--- config.mk ---
export PLATFORM = sky130hd
export DESIGN_NAME = frame_sequencer
export DESIGN_NICKNAME = d
export VERILOG_FILES = /design/src/rtl/frame_sequencer.sv
export SDC_FILE = /design/constraint.sdc
export NUM_CORES = 1
export LEC_CHECK = 0
export ABC_CLOCK_PERIOD_IN_PS = 2520
export CAP_MARGIN = 10
export CORE_MARGIN = 5
export CORE_UTILIZATION = 54
export CTS_CLUSTER_SIZE = 12
export DETAILED_ROUTE_END_ITERATION = 16
export GPL_TIMING_DRIVEN = 0
export PLACE_DENSITY = 0.81
export SLEW_MARGIN = 5
export SYNTH_ARGS = -nofsm -noshare
export SYNTH_HDL_FRONTEND = slang
export SYNTH_SLANG_ARGS = --single-unit
--- constraint.sdc ---
create_clock -name clk -period 2.52 [get_ports clk]
set_input_delay 0.252 -clock clk [delete_from_list [all_inputs] [get_ports clk]]
set_output_delay 0.252 -clock clk [all_outputs]
set_load 0.02 [all_outputs]
--- src/rtl/frame_sequencer.sv ---
// Frame sequencer: tallies orange pixels per horizontal region over a frame
// and publishes direction/total through a valid/ready result port.
module frame_sequencer #(
  parameter int H_ACTIVE      = 320,
  parameter int V_ACTIVE      = 240,
  parameter int LEFT_END      = 100,
  parameter int RIGHT_START   = 220,
  parameter int DETECT_THRESH = 19200
) (
  input  logic        clk,
  input  logic        rst_n,
  input  logic        vsync,
  input  logic        href,
  input  logic        pix_valid,
  input  logic        is_orange,
  output logic [8:0]  x,
  output logic [7:0]  y,
  output logic        result_valid,
  input  logic        result_ready,
  output logic [2:0]  direction,
  output logic        orange_detected,
  output logic [17:0] orange_total,
  output logic        frame_error,
  output logic        overrun
);

  localparam logic [8:0]  HMAX   = 9'(H_ACTIVE);
  localparam logic [7:0]  VMAX   = 8'(V_ACTIVE);
  localparam logic [8:0]  LEND   = 9'(LEFT_END);
  localparam logic [8:0]  RSTART = 9'(RIGHT_START);
  localparam logic [17:0] THR    = 18'(DETECT_THRESH);

  typedef enum logic [1:0] {
    IDLE,
    SYNC,
    ACTIVE,
    REPORT
  } state_t;

  state_t      state_q, state_d;
  logic        vsync_q, href_q;
  logic [8:0]  x_q, x_d;
  logic [7:0]  y_q, y_d;
  logic [16:0] left_q, left_d;
  logic [16:0] centre_q, centre_d;
  logic [16:0] right_q, right_d;
  logic [17:0] total_q, total_d;
  logic        rv_q, rv_d;
  logic [2:0]  dir_q, dir_d;
  logic        det_q, det_d;
  logic [17:0] res_tot_q, res_tot_d;
  logic        ferr_q, ferr_d;
  logic        ovr_q, ovr_d;

  logic        pix_ok;
  logic        in_left, in_right;
  logic [2:0]  dir_c;

  function automatic logic [16:0] inc17(input logic [16:0] v);
    return (&v) ? v : v + 17'd1;
  endfunction

  assign pix_ok   = (state_q == ACTIVE) && href && pix_valid &&
                    (x_q < HMAX) && (y_q < VMAX);
  assign in_left  = x_q < LEND;
  assign in_right = x_q >= RSTART;

  // Ties and a centre lead both report straight ahead.
  always_comb begin
    dir_c = 3'b011;
    if (total_q == '0)
      dir_c = 3'b000;
    else if (left_q > centre_q && left_q > right_q)
      dir_c = 3'b001;
    else if (right_q > left_q && right_q > centre_q)
      dir_c = 3'b010;
  end

  always_comb begin
    state_d   = state_q;
    x_d       = x_q;
    y_d       = y_q;
    left_d    = left_q;
    centre_d  = centre_q;
    right_d   = right_q;
    total_d   = total_q;
    rv_d      = rv_q;
    dir_d     = dir_q;
    det_d     = det_q;
    res_tot_d = res_tot_q;
    ferr_d    = ferr_q;
    ovr_d     = 1'b0;
    if (rv_q && result_ready)
      rv_d = 1'b0;
    unique case (state_q)
      IDLE: begin
        if (vsync)
          state_d = SYNC;
      end
      SYNC: begin
        if (!vsync) begin
          state_d  = ACTIVE;
          x_d      = '0;
          y_d      = '0;
          left_d   = '0;
          centre_d = '0;
          right_d  = '0;
          total_d  = '0;
        end
      end
      ACTIVE: begin
        if (pix_ok) begin
          x_d = x_q + 9'd1;
          if (is_orange) begin
            total_d = (&total_q) ? total_q : total_q + 18'd1;
            unique case (1'b1)
              in_left:  left_d   = inc17(left_q);
              in_right: right_d  = inc17(right_q);
              default:  centre_d = inc17(centre_q);
            endcase
          end
        end
        if (href_q && !href) begin
          x_d = '0;
          y_d = (&y_q) ? y_q : y_q + 8'd1;
        end
        if (vsync && !vsync_q)
          state_d = REPORT;
      end
      REPORT: begin
        // A fresh frame always replaces whatever is still pending.
        state_d   = SYNC;
        rv_d      = 1'b1;
        dir_d     = dir_c;
        det_d     = total_q > THR;
        res_tot_d = total_q;
        ferr_d    = y_q != VMAX;
        ovr_d     = rv_q && !result_ready;
      end
      default: state_d = IDLE;
    endcase
  end

  always_ff @(posedge clk or negedge rst_n) begin
    if (!rst_n) begin
      state_q   <= IDLE;
      vsync_q   <= 1'b0;
      href_q    <= 1'b0;
      x_q       <= '0;
      y_q       <= '0;
      left_q    <= '0;
      centre_q  <= '0;
      right_q   <= '0;
      total_q   <= '0;
      rv_q      <= 1'b0;
      dir_q     <= 3'b000;
      det_q     <= 1'b0;
      res_tot_q <= '0;
      ferr_q    <= 1'b0;
      ovr_q     <= 1'b0;
    end else begin
      state_q   <= state_d;
      vsync_q   <= vsync;
      href_q    <= href;
      x_q       <= x_d;
      y_q       <= y_d;
      left_q    <= left_d;
      centre_q  <= centre_d;
      right_q   <= right_d;
      total_q   <= total_d;
      rv_q      <= rv_d;
      dir_q     <= dir_d;
      det_q     <= det_d;
      res_tot_q <= res_tot_d;
      ferr_q    <= ferr_d;
      ovr_q     <= ovr_d;
    end
  end

  assign x               = x_q;
  assign y               = y_q;
  assign result_valid    = rv_q;
  assign direction       = dir_q;
  assign orange_detected = det_q;
  assign orange_total    = res_tot_q;
  assign frame_error     = ferr_q;
  assign overrun         = ovr_q;

endmodule

==> out/metrics.yaml <==
status: "finished, violations left"
violations: "setup timing"
drive_gt1_frac: 0.164
timing.rr.start: "right_q[1]"
num_rows: 42
power_mw: 7.61
switching_power_mw: 2.86
cts_tree: "yes"
grt-ovfl-total: 0
ant_nets: 0
yosysSeqAreaShare: 0.394
synthAdderAreaFrac: 0.114
path_class: "flop to flop"
grtUsageTotal: 0.239
clock-root-buffer: "clkbuf_16"
die_h_um: 126
totalWireLength_um: 18900
clock.fmax_mhz: 380
period_needed_ps: 2630
hold_viol: 0
antennaDiodeCount: 0
drtIter0Drc: 516
drc: 0
finalCritPeriodShare: 1.04
core-area_um2: 13200
fp.dieW_um: 126
synth.mux.area_fraction: 0.0431
pwr-share-clk: 0.342
wl_per_cell_um: 17.6
hold_depth: 1
critPathMaxFanout: 5
max-vdd-ir-drop_uv: 613
finClkSkew_ps: 7.47
fillers: 1002
synth_top_family_by_area: "simple AND/OR/NAND/NOR gates"
switching_share: 0.376
netlist_top_cells_area: "dfrtp_1 (39%), ha_1 (11%), mux2_2 (3.9%)"
sequentialPowerShare: 0.283
p_leak_nw: 3.96
gp_congestion: 0.939
grt_pass1_vias: 6388
vias: 6568
nNetsFinal: 963
pre_cts_ws_ps: -551
clk_pin_slew_worst_paths_ps: 50
grt_max_degree: 65
synth_edf_count: 0
synthTopCellsByCount: "dfrtp_1 (114), nand2_1 (69), ha_1 (66), o21ai_0 (55), a21oi_1 (53)"
drv_cap: 0
end_kind: "flop"
final_util: 0.683
syn-cell-area_um2: 7230
syn_nets: 864
hold_path_class: "input port to flop"
slew_headroom: 0.433
cp-start-kind: "flop"
powerDensity_nw_per_um2: 844
synth_compound_area_frac: 0.147
ys_async_sr_fraction: 1.00
yosysTopAreaCellShare: 0.394
slew_violations: 0
rr_worst_depth: 12
postSynthCellCount: 791
dieArea_um2: 15800
instances_no_fill: 1077
grt_pass1_wl_um: 30900
cts_made_buffers: 17
cts_sinks: 114
htreeDepth: 4
r2r-end: "right_q[13]"
r2r_setup_slack_ps: -110
worstSkewPairLatency_ps: 420
yosys.cell_types.count: 64
hold_path_end: "href_q"
yosysWarningCount: 0
clockBufferDepth: 2
crit_arrival_ps: 2920
synth.avg_cell_area_um2: 9.14
synthXorXnorAreaFrac: 0.0254
hp-start: "href"
pwr-share-comb: 0.375
dp_hpwl_um: 13300
dp_cells: 1015
ys_dominant_reg_cell: "dfrtp_1"
initial_core_util: 0.548
antenna_found_initial: 0
setup_viol: 7
first_pass_iters: 7
portBuffers: 47
synthMostInstantiatedCell: "dfrtp_1"
avgViaCountPerCell: 6.10
worstMarginPinSlew_ps: 837
area_delta_synth_final_pct: 24.7
ios: 49
p_int_mw: 4.75
synth-seq-cells: 114
rsz0062_at_grt: "true"
worst_slack_ps: -112
synth-simple-area-share: 0.234
required_ps: 2800
yosysTopAreaCell: "dfrtp_1"
[logic make-up after synthesis]
kind of cell / count (synthesis)
and+or+nand+nor: 317
muxes: 28
buffers and inverters: 76
xor gates and xnor gates: 21
DFF: 114
AOI/OAI and AO/OA: 168
adders and majority gates: 66
other: 1
[layout by cell type (no fill, tap or decap), types with 8 or more instances in the layout]
cell and n:
a21oi_1 51, and2_1 8, and3_1 16, and4_1 8
buf_4 29, clkbuf_16 17, clkbuf_2 8, clkdlybuf4s50_1 46
dfrtp_1 107, ha_1 63, inv_1 52, mux2_2 25
nand2_1 68, nand3_1 36, nand4_1 39, nor2_1 49
nor3_1 18, o21ai_0 48, o31ai_1 10, or3_1 24
xnor2_1 9, xor2_1 12
[state kept, by name, indices dropped and copies added (netlist names), 2 cells and up]
register and cells:
x 9, direction 2, orange_total 18, total_q 18
right_q 17, left_q 17, y 8, centre_q 17
state_q 2
[what timing repair did]
item / 4_1_cts / 5_1_grt
buffers inserted: 10 / 21
gates cloned: 1 / 0
pin swaps: 9 / 14
endpoints found under the setup margin: 53 / 57
hold buffers: 1 / 0
gates resized for setup: 27 / 38
hold endpoints to repair: 50 / 0
[metal layers]
layer  global-route usage  routed length [um]  up-vias
met4                0.107                 677        0
met1                0.299                7990     3189
met2                0.395                9100      217
met3               0.0559                1140       59
li1                     -                   -     3103
met5                    0                   0        -
[stage by stage]
stage | area [um2] | setup TNS (ps) | hold WS, ps
2_1_floorplan | 7250 | 0 | -43.6
3_3_place_gp | 7940 | -375650 | 480
3_5_place_dp | 7970 | -10210 | 230
4_1_cts | 8770 | -369 | 334
5_1_grt | 9010 | -1290 | 340
6_report | 9010 | -397 | 344
[critical path, cell delays in order, from the launching register on]
cell and delay (ps):
dfrtp_1 380, ha_2 190, and3_4 170, and3_4 150, and3_4 180, ha_4 170, and2_4 160, a221oi_4 180
buf_6 170, buf_6 100, nand4_1 240, o31ai_1 310, a21oi_1 90
[cell type report]
type	count	area, um2	area share
repair buffers	80	757	0.0840
plain buffers	24	124	0.0137
inverters	52	195	0.0217
clock buffers	20	447	0.0495
flip-flops and latches	114	2860	0.317
well taps	176	220	0.0244
clock inverters	10	184	0.0204
multi-input cells	601	4230	0.469
[how the worst max path moves through the flow]
stage,slack [ps],from,end,depth (start not counted)
4_1_cts,-90,state_q[0],y[7],8
2_1_floorplan,20,right_q[1],right_q[8],10
3_3_place_gp,-3230,rst_n,left_q[10],1
6_report,-110,right_q[1],right_q[13],12
5_1_grt,-200,right_q[1],right_q[13],12
3_5_place_dp,-550,right_q[1],right_q[10],10
[power groups by stage]
stage | clock network (mW) | registers, mW | logic (mW)
after global placement | 0 | 2.18 | 2.44
final | 2.61 | 2.15 | 2.85
after global routing | 2.72 | 2.17 | 3.12
after detailed placement | 0 | 2.18 | 2.50
after floorplan | 0 | 2.22 | 1.60
after CTS | 2.63 | 2.15 | 2.63
Note: power is estimated with default switching activity, not from simulation.
